`config.mk`:
```
export PLATFORM = sky130hd
export DESIGN_NAME = clock_divider_ctrl_flat
export DESIGN_NICKNAME = d
export VERILOG_FILES = /design/src/rtl/clock_divider_ctrl_if.sv /design/src/rtl/clock_divider_ctrl.sv /design/src/flat_wrapper.sv
export SDC_FILE = /design/constraint.sdc
export NUM_CORES = 1
export LEC_CHECK = 0
export CAP_MARGIN = 20
export CORE_ASPECT_RATIO = 0.75
export CORE_MARGIN = 1
export CORE_UTILIZATION = 61
export DETAILED_ROUTE_END_ITERATION = 16
export PLACE_DENSITY = 0.86
export SETUP_SLACK_MARGIN = 0.15
export SYNTH_ARGS = -nofsm -noshare
export SYNTH_HDL_FRONTEND = slang
export SYNTH_SLANG_ARGS = --single-unit
```
`constraint.sdc`:
```
create_clock -name clk -period 7.2 [get_ports clk]
set_clock_uncertainty 0.05 [all_clocks]
set_input_delay 0.72 -clock clk [delete_from_list [all_inputs] [get_ports clk]]
set_output_delay 0.72 -clock clk [all_outputs]
set_load 0.03 [all_outputs]
```
`src/rtl/clock_divider_ctrl_if.sv`:
```
// Config port of the clock divider controller: valid/ready divide-value offer plus error pulse.
// The host drives cfg_valid/cfg_div; the controller answers with cfg_ready/cfg_err.
interface clock_divider_ctrl_if #(
  parameter int unsigned DIV_WIDTH = 24
);
  logic                 cfg_valid;
  logic [DIV_WIDTH-1:0] cfg_div;
  logic                 cfg_ready;
  logic                 cfg_err;

  modport master (output cfg_valid, cfg_div, input cfg_ready, cfg_err);
  modport slave  (input cfg_valid, cfg_div, output cfg_ready, cfg_err);
endinterface

```
`src/rtl/clock_divider_ctrl.sv`:
```
// Run-time start/stop and divide-value loading for a programmable clock divider.
// out/tick are decoded from flops; new divide values only take effect at period boundaries.
module clock_divider_ctrl #(
  parameter int unsigned DIV_WIDTH   = 24,
  parameter int unsigned DEFAULT_DIV = 12000000,
  parameter int unsigned MIN_DIV     = 2
) (
  input  logic                 clk,
  input  logic                 rst,
  input  logic                 start,
  input  logic                 stop,
  clock_divider_ctrl_if.slave  cfg,
  output logic                 out,
  output logic                 tick,
  output logic                 running,
  output logic                 pend,
  output logic [DIV_WIDTH-1:0] cur_div
);

  typedef enum logic [1:0] {IDLE, RUN, STOPPING} state_t;

  state_t               state;
  logic [DIV_WIDTH-1:0] count;
  logic [DIV_WIDTH-1:0] shadow;
  logic                 err_q;
  logic                 xfer;
  logic                 bad_div;

  assign running       = (state != IDLE);
  assign out           = running && (count < (cur_div >> 1));
  assign tick          = running && (count == cur_div - 1'b1);
  assign cfg.cfg_ready = !pend;
  assign cfg.cfg_err   = err_q;
  assign xfer          = cfg.cfg_valid && !pend;
  assign bad_div       = (cfg.cfg_div < DIV_WIDTH'(MIN_DIV));

  always_ff @(posedge clk or posedge rst) begin
    if (rst) begin
      state   <= IDLE;
      count   <= '0;
      cur_div <= DIV_WIDTH'(DEFAULT_DIV);
      shadow  <= '0;
      pend    <= 1'b0;
      err_q   <= 1'b0;
    end else begin
      err_q <= xfer && bad_div;

      case (state)
        IDLE: begin
          count <= '0;
          if (start && !stop) state <= RUN;
        end
        RUN: begin
          count <= tick ? '0 : count + 1'b1;
          if (stop) state <= STOPPING;
        end
        STOPPING: begin
          if (tick) begin
            count <= '0;
            state <= IDLE;
          end else begin
            // Restart before the boundary keeps the period running without a gap.
            count <= count + 1'b1;
            if (start && !stop) state <= RUN;
          end
        end
        default: begin
          count <= '0;
          state <= IDLE;
        end
      endcase

      // pend blocks cfg_ready, so a new transfer and a shadow commit never coincide.
      if (xfer && !bad_div) begin
        if (!running || tick) begin
          cur_div <= cfg.cfg_div;
        end else begin
          shadow <= cfg.cfg_div;
          pend   <= 1'b1;
        end
      end else if (pend && tick) begin
        cur_div <= shadow;
        pend    <= 1'b0;
      end
    end
  end

endmodule

```
`src/flat_wrapper.sv`:
```
// flat-port wrapper written by rule: the top's interface ports become plain ports
module clock_divider_ctrl_flat 
#(
  parameter int unsigned DIV_WIDTH   = 24,
  parameter int unsigned DEFAULT_DIV = 12000000,
  parameter int unsigned MIN_DIV     = 2
)
  (clk, rst, start, stop, out, tick, running, pend, cur_div, cfg_cfg_valid, cfg_cfg_div, cfg_cfg_ready, cfg_cfg_err);
  clock_divider_ctrl_if #(.DIV_WIDTH(DIV_WIDTH)) cfg_i ();
  input  logic clk;
  input  logic rst;
  input  logic start;
  input  logic stop;
  output logic out;
  output logic tick;
  output logic running;
  output logic pend;
  output logic [DIV_WIDTH-1:0] cur_div;
  input wire logic [$bits(cfg_i.cfg_valid)-1:0] cfg_cfg_valid;
  input wire logic [$bits(cfg_i.cfg_div)-1:0] cfg_cfg_div;
  output wire logic [$bits(cfg_i.cfg_ready)-1:0] cfg_cfg_ready;
  output wire logic [$bits(cfg_i.cfg_err)-1:0] cfg_cfg_err;
  assign cfg_i.cfg_valid = cfg_cfg_valid;
  assign cfg_i.cfg_div = cfg_cfg_div;
  assign cfg_cfg_ready = cfg_i.cfg_ready;
  assign cfg_cfg_err = cfg_i.cfg_err;
  clock_divider_ctrl #(.DIV_WIDTH(DIV_WIDTH), .DEFAULT_DIV(DEFAULT_DIV), .MIN_DIV(MIN_DIV)) u_core (.clk(clk), .rst(rst), .start(start), .stop(stop), .cfg(cfg_i), .out(out), .tick(tick), .running(running), .pend(pend), .cur_div(cur_div));
endmodule
```
==> run metrics, run 1 <==
Setup Fix Bufs, Post-CTS 0; outcome completed; die area 0.00855 mm²; Synth-to-Final Area Change 16.7%; Fin Setup TNS 0 ps; first-pass detailed-route iteration total 5; GRT overflow 0; cts hold-fix bufs 0; # rows 28; Max Fclk 0.224 GHz; most frequent cells in the layout 66 x dfrtp_1, 58 x clkdlybuf4s50_1, 48 x nor2_1; number of synthesized flops with an enable pin 0; vias in the first global route 3819; CP max FO 13; number of synthesis warnings 0; register area share after synthesis 38.4%; CTS buffer count 9; die width 106 µm; share of layout cells above drive strength 1 11.0%; worst rel slew slack 37.2%; post-layout util 73.5%; vias per std cell 5.98; DP HPWL slightly below 9000 µm; Critical Path AT approximately 3700 ps; register bit total from synthesis 76; Distinct cells, synth 52; Clk pin slew, worst setup/hold paths 90 ps; CP startpoint kind register; fill count 592; Net Sw Frac 44.8%; Final Setup Violations 0; Diodes inserted 0; Comb pwr share 53.1%; pin count of the biggest net entering global routing a little under 80; final hold violations 0; DR vias 3886; clk sinks between 70 and 80; first-pass GRT wire length 19900 µm; clock latency at the later pin of the worst-skew pair between 300 and 400 ps; Largest stage delay, worst path 690 ps; setup ws final 2730 ps; part of the power in registers 32.4%; Pins Over Slew Limit 0; PostCTS Resize Cnt 0; global-route usage over all layers 31.0%; ys async rst share 100%; Synth Flop Type dfrtp_1; Synth Instances 487; Pleak around 2.6 nW; fin nets 597; total core area ~0.0079 mm²; unrepaired setup endpoints after global routing false; kind of critical path reg -> out; Worst-Margin Slew 942 ps; fin crit period about 4500 ps; H-tree depth 3; global placement routability congestion 0.939; DR WL/cell 18.5 µm; Clk network pwr share 14.5%; # Max-Cap Violations 0; final worst-path cycle share 62.1%; VDD IR-drop max 267 µV; post-place setup slack 3190 ps; Switch Pwr 0.00108 W; PD cells 416 mW/mm²; Die Y 80.3 µm; Port Buffer Count 58; Overall Power 0.00242 W; CTS tree yes; antenna-violating nets left 0; critical path required time 6430 ps; initial antenna violation count 0; RR Startpoint u_core.cur_div[0]; commonest non-fill, non-tap cell in the layout dfrtp_1; hold path startpoint u_core.shadow[15]; crit-path cells inv_1 -> ha_1 -> nor3b_1 -> nand4_1 -> xnor2_1 -> o21ai_1 -> a2111oi_4 -> and4bb_2 -> clkdlybuf4s50_1; root buf cell clkbuf_8; CP Capture Type primary output; slowest CP cell clkdlybuf4s50_1; initial drt markers 263; Hold WC Path Type reg -> reg; number of remaining DRC errors 0; num ports 59; Power Internal 0.00134 W; Post-Syn Area between 0.004 and 0.005 mm²; total wire length 12000 µm; Worst Setup SP u_core.cur_div[0]; Synth Area per Inst about 10 µm²; Synthesized Nets about 540; clk buf depth 2; starting density of the core 63.0%
power by group through the flow:
stage               Sequential [W]  Clock [W]  Combinational [W]
finish                    0.000785   0.000351            0.00129
global placement          0.000773          0            0.00123
floorplan                 0.000875          0           0.000810
detailed placement        0.000783          0            0.00126
global route              0.000807   0.000375            0.00138
CTS                       0.000779   0.000356            0.00128
sequential cells by signal, indices dropped and copies added (netlist names):
register and count:
u_core.cur_div 24, u_core.state 2, u_core.shadow 24, u_core.count 24, u_core.cfg.cfg_err 1, u_core.pend 1
cell usage after synthesis (7+ instances only):
| cell type | instances | area (µm²) |
|---|---|---|
| nor3_1 | 10 | 50.1 |
| nand4_1 | 14 | 87.6 |
| dfstp_2 | 10 | 263 |
| o21ai_0 | 13 | 65.1 |
| nand2_1 | 20 | 75.1 |
| a21oi_1 | 7 | 35.0 |
| nor2_1 | 48 | 180 |
| ha_1 | 28 | 350 |
| mux2i_1 | 41 | 410 |
| nand3_1 | 19 | 95.1 |
| nor4_1 | 12 | 75.1 |
| dfrtp_1 | 66 | 1650 |
| clkbuf_1 | 11 | 41.3 |
| a22oi_1 | 8 | 60.1 |
| inv_1 | 34 | 128 |
| xor2_1 | 19 | 166 |
| xnor2_1 | 39 | 342 |
| mux2_4 | 20 | 300 |
| a21o_1 | 8 | 60.1 |
metrics by stage:
step / instances / area (µm²) / hold WS [ps]
after floorplan: 487 / 4990 / 408
after global placement: 634 / 5610 / 418
after detailed placement: 634 / 5610 / 426
after CTS: 650 / 5820 / 446
after global routing: 650 / 5820 / 464
final: 650 / 5820 / 444
per-layer routing:
metal,GRT usage (%),up-vias,part of all wire (%)
met2,48.1,145,46
li1,-,1813,-
met4,7.67,0,1.5
met5,0,-,0
met3,9.25,17,7.3
met1,42.7,1911,45
critical path: cells and delay by family (launching register included):
family                   cells  cell delay (ps)
XOR/XNOR                     1              260
adder cells (fa/ha/maj)      1              480
AND/OR/NAND/NOR              3              870
buffers and inverters        2              800
AO/OA/AOI/OAI                2              450
flip-flops                   1              440
worst paths after layout:
| check | endpoint | slack [ps] | cells past startpoint |
|---|---|---|---|
| max | tick | 2730 | 9 |
| min | u_core.shadow[15] | 440 | 1 |
| max reg2reg | u_core.count[17] | 3530 | 10 |
| min reg2reg | u_core.shadow[15] | 440 | 1 |
| max in group asynchronous | u_core.count[11] | 5590 | 3 |
| min in group asynchronous | u_core.shadow[1] | 880 | 3 |
logic make-up after synthesis:
| kind of cell | Yosys count | synth area share (%) |
|---|---|---|
| xor+xnor | 58 | 10.2 |
| compound gates | 55 | 7.78 |
| buf+inv | 54 | 5.17 |
| simple gates | 150 | 16.1 |
| flops | 76 | 38.4 |
| fa+ha+maj | 28 | 7.02 |
| mux | 66 | 15.4 |
area by class of cell:
type	count	area [µm²]	area share, %
inverters	34	128	2.19
repair buffers	62	611	10.5
multi-input cells	357	2830	48.6
well taps	105	131	2.26
flip-flops and latches	76	1910	32.9
clock inverters	6	71.3	1.23
clock buffers	10	138	2.37
Power figures use the tool's default switching activity.
==> run 2: changes to the inputs <==
CORE_UTILIZATION = 51   (was 61)
PLACE_DENSITY = 0.77   (was 0.86)
clock period = 3.69 ns   (was 7.2 ns; I/O delays follow)
==> run 2 against run 1 <==
Net effect:
- non-clock buffer count increased by 8
- via count increased by 0.54%
- register-to-register slack lost 3100 ps
- sequential share of layout area is 1.1 points lower
- hold slack improved by 5.7 ps
- total power grew 110%
- critical endpoint is now out
- highest routed layer unchanged
==> run metrics, run 2 (synthesized netlist as in run 1, its figures left out) <==
outcome completed; DR vias 3907 (+0.54%); final worst-path cycle share between 90 and 100%; Pleak 2.67 nW (+3.5%); Largest stage delay, worst path 700 ps (about the same); DR WL/cell 18.2 µm (-1.9%); num ports 59 (unchanged); unrepaired setup endpoints after global routing false; Pins Over Slew Limit 0 (unchanged); clk buf depth 2 (unchanged); most frequent cells in the layout 66 x dfrtp_1, 56 x clkdlybuf4s50_1, 48 x nor2_1; final hold violations 0 (unchanged); root buf cell clkbuf_16; total core area 0.00927 mm² (+17%); Critical Path AT 3000 ps (-700 ps); part of the power in registers 30.6% (-1.8 points); first-pass detailed-route iteration total 5 (unchanged); commonest non-fill, non-tap cell in the layout dfrtp_1; worst rel slew slack 42.4% (+5.2 points); slowest CP cell or4b_2; GRT overflow 0 (unchanged); Worst-Margin Slew 864 ps (-78.1 ps); Die Y 87.6 µm (+9.1%); clock latency at the later pin of the worst-skew pair 340 ps (-40 ps); number of remaining DRC errors 0 (unchanged); Switch Pwr 0.00216 W (+99%); met1 usage 37.7% (-5.0 points); starting density of the core 53.8% (-9.2 points); CP max FO 5 (-8); Comb pwr share 51.0% (-2.1 points); # Max-Cap Violations 0 (unchanged); Clk network pwr share 18.4% (+3.9 points); Worst Path Buf+Inv 2 (unchanged); CTS buffer count 9 (unchanged); Fin Setup TNS 0 ps (unchanged); # rows 30 (+7.1%); met3 Use GR 5.95% (-3.3 points); PD cells 834 mW/mm² (+100%); crit-path cells inv_1 -> ha_1 -> nand4_1 -> or4b_2 -> nor4_1 -> a211oi_1 -> dlygate4sd2_1; initial antenna violation count 0 (unchanged); VDD IR-drop max 404 µV (+51%); WHS 450 ps (+5.65 ps); DP HPWL 9250 µm (+3.3%); Port Buffer Count 58 (unchanged); critical path required time 3270 ps (-3160 ps); total wire length 12400 µm (+2.8%); Worst Setup SP u_core.cur_div[20]; clk sinks 76 (unchanged); Top Registers u_core.count x24, u_core.cur_div x24, u_core.shadow x24; Max Fclk between 0.2 and 0.3 GHz; H-tree depth 3 (unchanged); Clk pin slew, worst setup/hold paths 60 ps (-30 ps); met2 Use GR 39.8% (-8.2 points); Reg2Reg Setup Slack 390 ps (-3140 ps); global placement routability congestion 0.917 (-2.3%); share of layout cells above drive strength 1 12.5% (+1.5 points); die width 116 µm (+9.2%); CP Capture Type primary output; global routing's busiest layer met2; Net Sw Frac 42.9% (-1.8 points); vias per std cell 5.74 (-4.0%); Synth-to-Final Area Change 20.6%; CTS tree yes; initial drt markers 291 (+11%); fin crit period 3420 ps; end of the critical path out; first-pass GRT wire length 20100 µm (+0.80%); pin count of the biggest net entering global routing 40 (-48%); Levels on crit path 7 (-2); fin nets 605 (+1.3%); Power Internal 0.00286 W (+110%); vias in the first global route 3832 (+0.34%); global-route usage over all layers 26.6% (-4.5 points); Hold WC Path Type reg -> reg; RR Startpoint u_core.cur_div[2]; CP delay by family, top simple AND/OR/NAND/NOR gates; kind of critical path reg -> out; Final Setup Violations 0 (unchanged); die area 0.0102 mm² (+19%); worst r2r path cells 9 (-1); CP startpoint kind register; RR Endpoint u_core.cur_div[4]; Diodes inserted 0 (unchanged); antenna-violating nets left 0 (unchanged)
[run 2: changes by cell type in the layout (fill, tap and decap cells not counted)]
cell and delta:
buf_12 +1, buf_4 +6, buf_6 +1, clkbuf_16 +9, clkbuf_2 +1, clkbuf_8 -9
clkdlybuf4s50_1 -2, clkinv_4 -1, clkinvlp_4 +1, dlygate4sd2_1 +1
[run 2: worst reg2reg max path, delay by kind of cell, from the launching register on]
family                 cells  cell delay (ps)
and+or+nand+nor            5             1620
muxes                      2              590
DFF                        1              480
AOI/OAI and AO/OA          1              260
buffers and inverters      1              230
[run 2: final cells by class]
| type | count | area [µm²] |
|---|---|---|
| Timing Repair Buffer | 70 | 681 |
| Tap cell | 128 | 160 |
| Multi-Input combinational cell | 357 | 2830 |
| Sequential cell | 76 | 1910 |
| Inverter | 34 | 128 |
| Clock buffer | 10 | 239 |
| Clock inverter | 6 | 70.1 |
| Fill cell | 741 | 3250 |
[run 2: routing by layer]
layer | wire (µm) | vias up | share of wire, %
met5 | 0 | - | 0
met4 | 304 | 0 | 2.5
met3 | 699 | 25 | 5.7
met2 | 5410 | 127 | 44
met1 | 5950 | 1914 | 48
li1 | - | 1841 | -
[run 2: power groups by stage]
| stage | Clock, W | Sequential (W) | Combinational [W] |
|---|---|---|---|
| after floorplan | 0 | 0.00171 | 0.00158 |
| after global placement | 0 | 0.00151 | 0.00247 |
| after detailed placement | 0 | 0.00154 | 0.00252 |
| after CTS | 0.000936 | 0.00152 | 0.00255 |
| after global routing | 0.000975 | 0.00157 | 0.00276 |
| final | 0.000924 | 0.00153 | 0.00256 |
[run 2: repair_timing]
item | 4_1_cts | 5_1_grt
setup buffers | 0 | 1
hold buffers | 0 | 0
endpoints found under the setup margin | 2 | 5
pin swaps | 0 | 1
endpoints found under the hold margin | 0 | 0
gates resized for setup | 2 | 3
[run 2: through the flow]
stage | power [W] | std cells | utilization [%] | area [µm²] | worst slack [ps]
after floorplan | 0.00329 | 487 | - | 4990 | 595
after global placement | 0.00398 | 664 | 61.5 | 5700 | 284
after detailed placement | 0.00406 | 664 | 61.5 | 5700 | 239
after CTS | 0.00501 | 680 | 64.8 | 6010 | 124
after global routing | 0.00531 | 681 | 64.9 | 6020 | 155
final | 0.00502 | 681 | 64.9 | 6020 | 267
[run 2: worst min-delay path by stage]
stage,from,slack [ps],cells after the start,end
final,u_core.shadow[12],450,1,u_core.shadow[12]
after global routing,u_core.shadow[13],470,1,u_core.shadow[13]
after CTS,u_core.shadow[12],450,1,u_core.shadow[12]
after floorplan,u_core.shadow[12],410,1,u_core.shadow[12]
after detailed placement,u_core.shadow[15],430,1,u_core.shadow[15]
after global placement,u_core.shadow[12],420,1,u_core.shadow[12]
